==> src/rtl/mdr_unit.sv <==
// Memory data register with a small read/write handshake controller.
// The register is loaded either from the internal bus (z) or from memory.
// A read or write is started in IDLE. It completes on mem_ready, or it is
// abandoned after TIMEOUT wait cycles with a one-cycle err pulse.
module mdr_unit #(
  parameter int DATA_W  = 16,
  parameter int TIMEOUT = 15
) (
  input  logic              clk,
  input  logic              reset,
  input  logic [DATA_W-1:0] z,
  input  logic              ld_mdr_z,
  input  logic              rd_start,
  input  logic              wr_start,
  input  logic              byte_mode,
  input  logic              sign_ext,
  input  logic              mem_ready,
  input  logic [DATA_W-1:0] mem_data_out,
  input  logic              t_mdr_x,
  output logic [DATA_W-1:0] x,
  output logic [DATA_W-1:0] mem_data_in,
  output logic              mem_rd,
  output logic              mem_wr,
  output logic              busy,
  output logic              done,
  output logic              err,
  output logic [DATA_W-1:0] mdr_q
);

  // The counter only has to reach TIMEOUT-1, so clog2(TIMEOUT) bits suffice.
  localparam int CNT_W = (TIMEOUT > 1) ? $clog2(TIMEOUT) : 1;
  localparam logic [CNT_W-1:0] CNT_LAST = CNT_W'(TIMEOUT - 1);

  typedef enum logic [1:0] {
    IDLE    = 2'd0,
    RD_WAIT = 2'd1,
    WR_WAIT = 2'd2
  } state_t;

  state_t            state;
  logic [DATA_W-1:0] mdr;
  logic [CNT_W-1:0]  wait_cnt;
  logic              byte_q;
  logic              sext_q;
  logic [DATA_W-1:0] wr_src;

  // Widen a byte to DATA_W bits, replicating bit 7 when sext is set.
  // The loop form stays legal when DATA_W is exactly 8.
  function automatic logic [DATA_W-1:0] byte_extend(input logic [7:0] b,
                                                     input logic       sext);
    logic [DATA_W-1:0] r;
    r      = '0;
    r[7:0] = b;
    for (int i = 8; i < DATA_W; i++) begin
      r[i] = sext & b[7];
    end
    return r;
  endfunction

  // Format the register value for the memory write port.
  function automatic logic [DATA_W-1:0] write_format(input logic [DATA_W-1:0] d,
                                                     input logic              bmode);
    return bmode ? byte_extend(d[7:0], 1'b0) : d;
  endfunction

  // Format the memory read data for loading into the register.
  function automatic logic [DATA_W-1:0] read_format(input logic [DATA_W-1:0] d,
                                                    input logic              bmode,
                                                    input logic              sext);
    return bmode ? byte_extend(d[7:0], sext) : d;
  endfunction

  // A load that coincides with a write start must be the value written.
  // So the write data is taken from z instead of the old register.
  assign wr_src = ld_mdr_z ? z : mdr;

  // Controller, data register and all registered outputs.
  always_ff @(posedge clk or posedge reset) begin
    if (reset) begin
      state       <= IDLE;
      mdr         <= '0;
      wait_cnt    <= '0;
      byte_q      <= 1'b0;
      sext_q      <= 1'b0;
      mem_data_in <= '0;
      mem_rd      <= 1'b0;
      mem_wr      <= 1'b0;
      busy        <= 1'b0;
      done        <= 1'b0;
      err         <= 1'b0;
    end else begin
      done <= 1'b0;
      err  <= 1'b0;
      unique case (state)
        IDLE: begin
          if (ld_mdr_z) begin
            mdr <= z;
          end
          // rd_start has priority. A write that coincides with it is dropped.
          if (rd_start) begin
            state    <= RD_WAIT;
            mem_rd   <= 1'b1;
            busy     <= 1'b1;
            wait_cnt <= '0;
            byte_q   <= byte_mode;
            sext_q   <= sign_ext;
          end else if (wr_start) begin
            state       <= WR_WAIT;
            mem_wr      <= 1'b1;
            busy        <= 1'b1;
            wait_cnt    <= '0;
            byte_q      <= byte_mode;
            sext_q      <= sign_ext;
            mem_data_in <= write_format(wr_src, byte_mode);
          end
        end

        RD_WAIT: begin
          // mem_ready takes priority over the timeout on the last allowed cycle.
          if (mem_ready) begin
            mdr    <= read_format(mem_data_out, byte_q, sext_q);
            state  <= IDLE;
            mem_rd <= 1'b0;
            busy   <= 1'b0;
            done   <= 1'b1;
          end else if (wait_cnt == CNT_LAST) begin
            state  <= IDLE;
            mem_rd <= 1'b0;
            busy   <= 1'b0;
            err    <= 1'b1;
          end else begin
            wait_cnt <= wait_cnt + 1'b1;
          end
        end

        WR_WAIT: begin
          // The register is frozen while busy, so mem_data_in needs no refresh.
          if (mem_ready) begin
            state       <= IDLE;
            mem_wr      <= 1'b0;
            busy        <= 1'b0;
            done        <= 1'b1;
            mem_data_in <= '0;
          end else if (wait_cnt == CNT_LAST) begin
            state       <= IDLE;
            mem_wr      <= 1'b0;
            busy        <= 1'b0;
            err         <= 1'b1;
            mem_data_in <= '0;
          end else begin
            wait_cnt <= wait_cnt + 1'b1;
          end
        end

        default: begin
          state       <= IDLE;
          mem_rd      <= 1'b0;
          mem_wr      <= 1'b0;
          busy        <= 1'b0;
          mem_data_in <= '0;
        end
      endcase
    end
  end

  // Bus driver and register observation port.
  assign x     = t_mdr_x ? mdr : '0;
  assign mdr_q = mdr;

endmodule

==> config.mk <==
export PLATFORM = sky130hd
export DESIGN_NAME = mdr_unit
export DESIGN_NICKNAME = d
export VERILOG_FILES = /design/src/rtl/mdr_unit.sv
export SDC_FILE = /design/constraint.sdc
export NUM_CORES = 1
export LEC_CHECK = 0
export CAP_MARGIN = 30
export CORE_ASPECT_RATIO = 0.7
export CORE_UTILIZATION = 31
export CTS_CLUSTER_SIZE = 28
export DETAILED_ROUTE_END_ITERATION = 6
export GPL_TIMING_DRIVEN = 1
export HOLD_SLACK_MARGIN = 0.05
export PLACE_DENSITY = 0.64
export SETUP_SLACK_MARGIN = 0.05
export SYNTH_ARGS = -nofsm -noshare
export SYNTH_HDL_FRONTEND = slang
export SYNTH_SLANG_ARGS = --single-unit
==> constraint.sdc <==
create_clock -name clk -period 3.6 [get_ports clk]
set_clock_uncertainty 0.15 [all_clocks]
set_input_delay 0.72 -clock clk [delete_from_list [all_inputs] [get_ports clk]]
set_output_delay 0.72 -clock clk [all_outputs]
set_load 0.005 [all_outputs]
After elaboration in Yosys (flattened, before gate mapping)
Cells that the tools add are included.
- flip-flop bits (word level): 45
- input bits: 41
- output and inout port bits: 53
- add/sub/neg operators: 1
- equality and inequality tests: 13
- multiplexer cells: 39
- bitwise operators: 3
- reduce and logical (&&, ||, !) cells: 11
- operators by type and width (operator ; count):
    two-way mux 16 bit ; 9
    one-hot mux 16 bit (3 select lines) ; 1
    one-hot mux 16 bit (2 select lines) ; 1
    two-way mux 4 bit ; 4
    two-way mux 1 bit ; 15
    inequality test 2 bit, second input constant ; 6
    inequality test 3 bit, second input constant ; 3
    two-way mux 2 bit ; 4
    one-hot mux 4 bit (2 select lines) ; 1
    AND reduction 4 bit ; 2
    one-hot mux 1 bit (3 select lines) ; 2
    AND reduction 2 bit ; 3
    nonzero test 2 bit ; 3
    adder 4 x 1 -> 4 bit, second input constant ; 1
    == test 4 bit, second input constant ; 1
    one-hot mux 2 bit (2 select lines) ; 1
    inequality test 3 x 1 -> 1 bit, second input constant ; 1
    AND reduction 3 bit ; 1
    == test 2 x 1 -> 1 bit, second input constant ; 1
    == test 2 bit, second input constant ; 1
    logical NOT 2 bit ; 1
    inverter 1 bit ; 2
    one-hot mux 1 bit (2 select lines) ; 1
    OR reduction 2 bit ; 1
    bitwise AND 1 bit ; 1

Logic depth before layout (Yosys ltp)
Gate-level depths: netlist (run 1).
- depth after elaboration: 5
- gate-level depth with buffers: 7
- mapped depth without buffers: 6

Worst setup path before layout (run 1)
No wires, ideal clock.
- path type: in2reg
- start: input ld_mdr_z
- end: register mdr[15], in the netlist mdr_q[15]
- library setup time: 0.131 ns
- arrival: 1.649 ns
- required time: 3.319 ns
- slack: 1.670 ns
- stages: 5
- path through: buf_2 -> buf_2 -> mux2_2 -> o21ai_0 -> o21ai_1
- longest elaborated chain between the ends: 2
- RTL lines (element ; RTL line ; source):
    start: declaration ; 12 ; input logic ld_mdr_z,
    two-way mux 16 bit ; - ;
    one-hot mux 16 bit (2 select lines) ; - ;
    end signal: assignment ; 97 ; mdr <= z;
    end signal: assignment ; 121 ; mdr <= read_format(mem_data_out, byte_q, sext_q);
    end: declaration ; 41 ; logic [DATA_W-1:0] mdr;
No other way between the ends.
A chain may end at the register's enable or synchronous reset.

Worst setup path in the final report (run 1)
- start: input t_mdr_x
- end: output x[15]
- longest elaborated chain between the ends: 1
- RTL lines (element ; RTL line ; source):
    start: declaration ; 19 ; input logic t_mdr_x,
    two-way mux 16 bit ; 167 ; assign x = t_mdr_x ? mdr : '0;
    end: declaration ; 20 ; output logic [DATA_W-1:0] x,
No other way between the ends.

==> results of run 1 <==
==> worst max-delay path: stages <==
cell,delay [ns]
clkdlybuf4s50_1,0.80
and2_1,0.21
clkdlybuf4s50_1,0.50
==> layout by cell type (no fill, tap or decap), drive strengths merged, types with 5 or more instances in the layout <==
cell type and instances:
o21ai 43, nand3 12, mux2 17, dfrtp 45, mux2i 10, clkbuf 7
inv 7, and2 17, nand2 44, nand2b 18, ha 5, nor3 5
a21oi 8, clkdlybuf4s50 93
==> registers in the layout, summed over array words and instances, names as in the netlist <==
signal,flops
sext_q,1
err,1
wait_cnt,4
mem_data_in,16
byte_q,1
mdr_q,16
state,2
done,1
mem_wr,1
busy,1
mem_rd,1
==> report_power, final <==
part           internal (mW)  total, mW  switching, mW
Sequential             0.708      0.871          0.163
Clock                  0.294      0.480          0.186
Combinational          0.738       1.44          0.703
==> cells by family (layout without fill, tap and decap cells) <==
| family | after synthesis | in the layout | share of synthesized area (%) |
|---|---|---|---|
| adders and majority gates | 5 | 5 | 2.50 |
| AOI/OAI and AO/OA | 61 | 61 | 16.0 |
| muxes | 27 | 27 | 11.7 |
| DFF | 45 | 45 | 45.0 |
| and+or+nand+nor | 100 | 100 | 20.1 |
| buffers and inverters | 21 | 112 | 4.70 |
==> metal layers <==
layer | track usage [%] | vias to the layer above
li1 | - | 1077
met1 | 26.8 | 1025
met2 | 25.9 | 74
met3 | 3.66 | 2
met4 | 4.13 | 0
met5 | 0 | -
==> layout make-up <==
class	instances	area share, %
clock buffers	7	4.16
clock inverters	1	0.137
inverters	7	0.717
multi-input cells	193	34.4
flip-flops and latches	45	30.7
well taps	98	3.34
repair buffers	97	26.6
==> worst min path at each step <==
stage	from	to	slack [ns]
6_report	mem_data_in[11]$_DFFE_PP0P_	mem_data_in[11]$_DFFE_PP0P_	0.33
5_1_grt	mem_data_in[12]$_DFFE_PP0P_	mem_data_in[12]$_DFFE_PP0P_	0.36
4_1_cts	mem_data_in[11]$_DFFE_PP0P_	mem_data_in[11]$_DFFE_PP0P_	0.33
3_5_place_dp	mem_data_in[11]$_DFFE_PP0P_	mem_data_in[11]$_DFFE_PP0P_	0.32
3_3_place_gp	mem_data_in[10]$_DFFE_PP0P_	mem_data_in[10]$_DFFE_PP0P_	0.31
2_1_floorplan	mem_data_in[8]$_DFFE_PP0P_	mem_data_in[8]$_DFFE_PP0P_	0.32
==> metrics.txt, run 1 <==
DRC violations left=0; vias in the first global route=~2100; critical path type=in -> out; post-DP HPWL=roughly 5.2 mm; slack of the worst reg-to-reg path=1.26 ns; final worst-path cycle share=86.1%; fillcell total=~700; crit-path max FO=16; Leak Pwr=about 1.5 nW; Crit. End Element=output port; GPL Wtd Cong=about 0.80; Netlist Area Pre-Place=between 2000 and 2500 sq um; # Max-Cap Violations=0; Crit Reg-Reg Startpoint=state[0]$_DFFE_PP0P_; gr usage total=around 18%; met2 routed WL=between 3 and 4 mm; 1st-pass router iterations=4; syn nets=305; Synth top area share=between 40% and 50%; Worst Path Arrival=around 2.2 ns; Bufs on Longest Clock Path=2; synth unique cells=30; Worst Setup SP=t_mdr_x; post-cts sizing count=0; worst slack, placed=0.478 ns; Synth area leaders=dfrtp_1, mux2_2, nand2_1; post-route ant nets=0; Skew-Pair Late Insertion Delay=between 0.2 and 0.3 ns; RSZ-0062 raised after global routing=false; Reg2Reg Depth=6; DRT met1 WL=roughly 3.5 mm; WL/cell=around 16 microns; area of the multi-input gates=between 1000 and 1500 sq um; Gate Count Post-Synth=approximately 260; nets=about 400; cell count after placement=between 400 and 500; Synth top cells by count=dfrtp_1, nand2_1, o21ai_0, nand2b_1; ys async rst share=100%; Achievable Freq=roughly 0.32 GHz; clock root cell=clkbuf_16; final setup margin=between 0.4 and 0.5 ns; startpoint types=input pin; CTS sink count=45; largest net degree at the start of global routing=39; H-tree depth=2; Slew HR=52.5%; pwr dens=about 760 nW/um^2; synthesis-to-layout area growth=46.6%; Peak VDD IR=roughly 240 uV; clock-pin slew on the worst setup and hold paths=~0.06 ns; Die H=approximately 77 microns; worst hold path type=reg -> reg; Slew Viols, Final=0; topmost layer with routed signal wires=met4; Syn Area/Cell=9.65 sq um; Core ar.=around 7500 sq um; final cell count without fillers=about 450; worst endpoint required time=~2.7 ns; first-pass GRT wire length=between 10 and 15 mm; CTS Buf Count=5; Slew @ Worst Pin=approximately 0.71 ns; fraction of layout cells with a size suffix above 1=13.7%; Final Hold Slack=roughly 0.33 ns; Design Area, Final=3670 sq um; #FFs+latches synth=45; dpl cell area=3510 sq um; TritonCTS clock tree=done; CTS Hold Buffers Added=0; Post-synth EDFFs=0; final hold viol count=0; min cycle time layout=slightly above 3 ns; initial DRC count=76; Initial Utilization=33.1%; # IOs=between 90 and 100; Die Wd=109 microns; largest area contributor in the netlist=dfrtp_1; Vias per Instance=about 4.9; count leader, synth=dfrtp_1; # diodes=0; Cell Rows=26; top_reg_cell synth=dfrtp_1; met3 wire len=approximately 390 microns; Tot Pwr=between 2 and 3 mW; setup TNS=0 ns; # Post-CTS Setup Buffers=0; initial antenna violation count=0; wirelength, routed=7.00 mm; crit path capture=x[15]; RR Endpoint=wait_cnt[1]$_DFFE_PP0P_; GRT overflow=0; sequential cell area=between 1000 and 1500 sq um; die area=about 8400 sq um; synth warn=0; status=finished, final reports clean; utilization after layout=48.6%; Worst Hold Path Cells=2; I/O Buffers=93; via count=between 2000 and 2500; Seq/Total Area, Yosys=between 40% and 50%; final setup violation count=0
(Power assumes the default switching activity.)
==> run 2, diff against run 1 <==
CORE_UTILIZATION = 48   (was 31)
PLACE_DENSITY = 0.9   (was 0.64)
==> run 2 against run 1 <==
  * Largest cell class unchanged
  * Cell area down 2.5%
  * First-iteration DRC count up 80%
  * Maximum frequency up 0.36%
  * Register-to-register slack about the same
  * Sequential power down 0.7%
  * Clock power down 19%
  * Hold slack better by 0.0063 ns
  * Die area down 35%
  * Non-clock buffer count unchanged
  * Sequential cell count unchanged
  * Core utilization up 25 points
  * Worst setup slack better by 0.011 ns
==> metrics.txt, run 2 (synthesized netlist as in run 1, its figures left out) <==
post-cts sizing count=0; wirelength, routed=6.29 mm; nets=between 300 and 400; Leak Pwr=roughly 1.5 nW; vias in the first global route=2024; 1st-pass router iterations=5; Slowest cell on crit path=clkdlybuf4s50_1; Slew HR=roughly two fifths; worst endpoint required time=~2.7 ns; crit-path max FO=16; # Max-Cap Violations=0; gr usage total=between 20% and 30%; Initial Utilization=between 50% and 60%; GPL Wtd Cong=about 0.87; Bufs on Longest Clock Path=2; slack of the worst reg-to-reg path=roughly 1.3 ns; final hold viol count=0; hold endpoint=mem_data_in[11]$_DFFE_PP0P_; Hold Crit Start=mem_data_in[11]$_DFFE_PP0P_; Crit. End Element=output port; first-pass GRT wire length=10.2 mm; Slew @ Worst Pin=0.897 ns; pwr dens=roughly 750 nW/um^2; startpoint types=input pin; Cell Rows=21; critical path type=in -> out; CP top delay family=buffers and inverters; Achievable Freq=0.324 GHz; # IOs=94; Core ar.=approximately 4900 sq um; Slew Viols, Final=0; final setup violation count=0; Peak VDD IR=~430 uV; H-tree depth=2; GRT overflow=0; post-route ant nets=0; CTS Buf Count=5; fraction of layout cells with a size suffix above 1=between 10% and 20%; via count=2191; setup TNS=0 ns; RR Endpoint=wait_cnt[1]$_DFFE_PP0P_; final worst-path cycle share=85.8%; Worst Hold Path Cells=2; # Post-CTS Setup Buffers=0; RSZ-0062 raised after global routing=false; post-DP HPWL=about 4.7 mm; status=finished, final reports clean; CTS sink count=45; crit path cell chain=clkdlybuf4s50_1 > and2_1 > clkdlybuf4s50_1; Vias per Instance=5.23; initial antenna violation count=0; Skew-Pair Late Insertion Delay=0.29 ns; Crit Reg-Reg Startpoint=state[0]$_DFFE_PP0P_; min cycle time layout=slightly above 3 ns; clock root cell=clkbuf_8; Reg2Reg Depth=6; WL/cell=15.0 microns; synthesis-to-layout area growth=43.0%; CP max stage delay=around 0.78 ns; Tot Pwr=approximately 2.7 mW; clock-pin slew on the worst setup and hold paths=about 0.080 ns; Die H=roughly 62 microns; Crit path top cell by count=clkdlybuf4s50_1; I/O Buffers=93; # diodes=0; Die Wd=about 90 microns; leading cell type in the layout, fill and taps excluded=clkdlybuf4s50_1; worst hold path type=reg -> reg; TritonCTS clock tree=done; DRC violations left=0; Worst Path Arrival=2.22 ns; initial DRC count=roughly 140; CTS Hold Buffers Added=0; die area=roughly 5500 sq um; commonest cells after routing, fill and taps aside=clkdlybuf4s50_1, dfrtp_1, nand2_1; largest net degree at the start of global routing=46; CP Buf/Inv Count=2
## run 2: area by class of cell
cell class                 count  area [sq um]
sequential                    45          1130
clock inverter                 1          30.0
clock buffer                   7          86.3
fill                         380          1310
multi-input combinational    193          1260
timing repair buffer          97           961
inverter                       7          26.3
tap                           69          86.3
## run 2: report_power, final
part	internal (mW)	total, mW	switching [mW]
logic	0.747	1.44	0.695
registers	0.706	0.865	0.159
clock network	0.226	0.391	0.164
total	1.68	2.70	1.02
## run 2: worst max path at each step
stage	startpoint	depth (start not counted)	slack [ns]	end
after detailed placement	t_mdr_x	3	0.49	x[5]
after floorplan	reset	1	1.67	busy$_DFFE_PP0P_
final	t_mdr_x	3	0.51	x[5]
after global routing	t_mdr_x	3	0.40	x[3]
after global placement	t_mdr_x	3	0.55	x[13]
after CTS	t_mdr_x	3	0.49	x[5]
## run 2: metrics by stage
step / setup slack [ns] / cells / hold WS, ns / util (%) / cell area, sq um
floorplan: 1.67 / 259 / 0.320 / - / 2500
global placement: 0.555 / 411 / 0.310 / 70.8 / 3460
detailed placement: 0.494 / 411 / 0.316 / 70.8 / 3460
CTS: 0.494 / 419 / 0.335 / 73.2 / 3580
global route: 0.402 / 419 / 0.348 / 73.2 / 3580
finish: 0.511 / 419 / 0.333 / 73.2 / 3580
## run 2: worst min-delay path, cell delays in order (launching register included)
cell and delay (ns):
dfrtp_1 0.35, nand2_1 0.06, o21ai_2 0.05
## run 2: layer usage
| layer | track usage [%] | routed length [microns] | vias up |
|---|---|---|---|
| li1 | - | - | 1075 |
| met3 | 4.76 | 342 | 4 |
| met2 | 36.2 | 2850 | 81 |
| met5 | 0 | 0 | - |
| met4 | 6.25 | 57 | 0 |
| met1 | 36.9 | 3030 | 1031 |
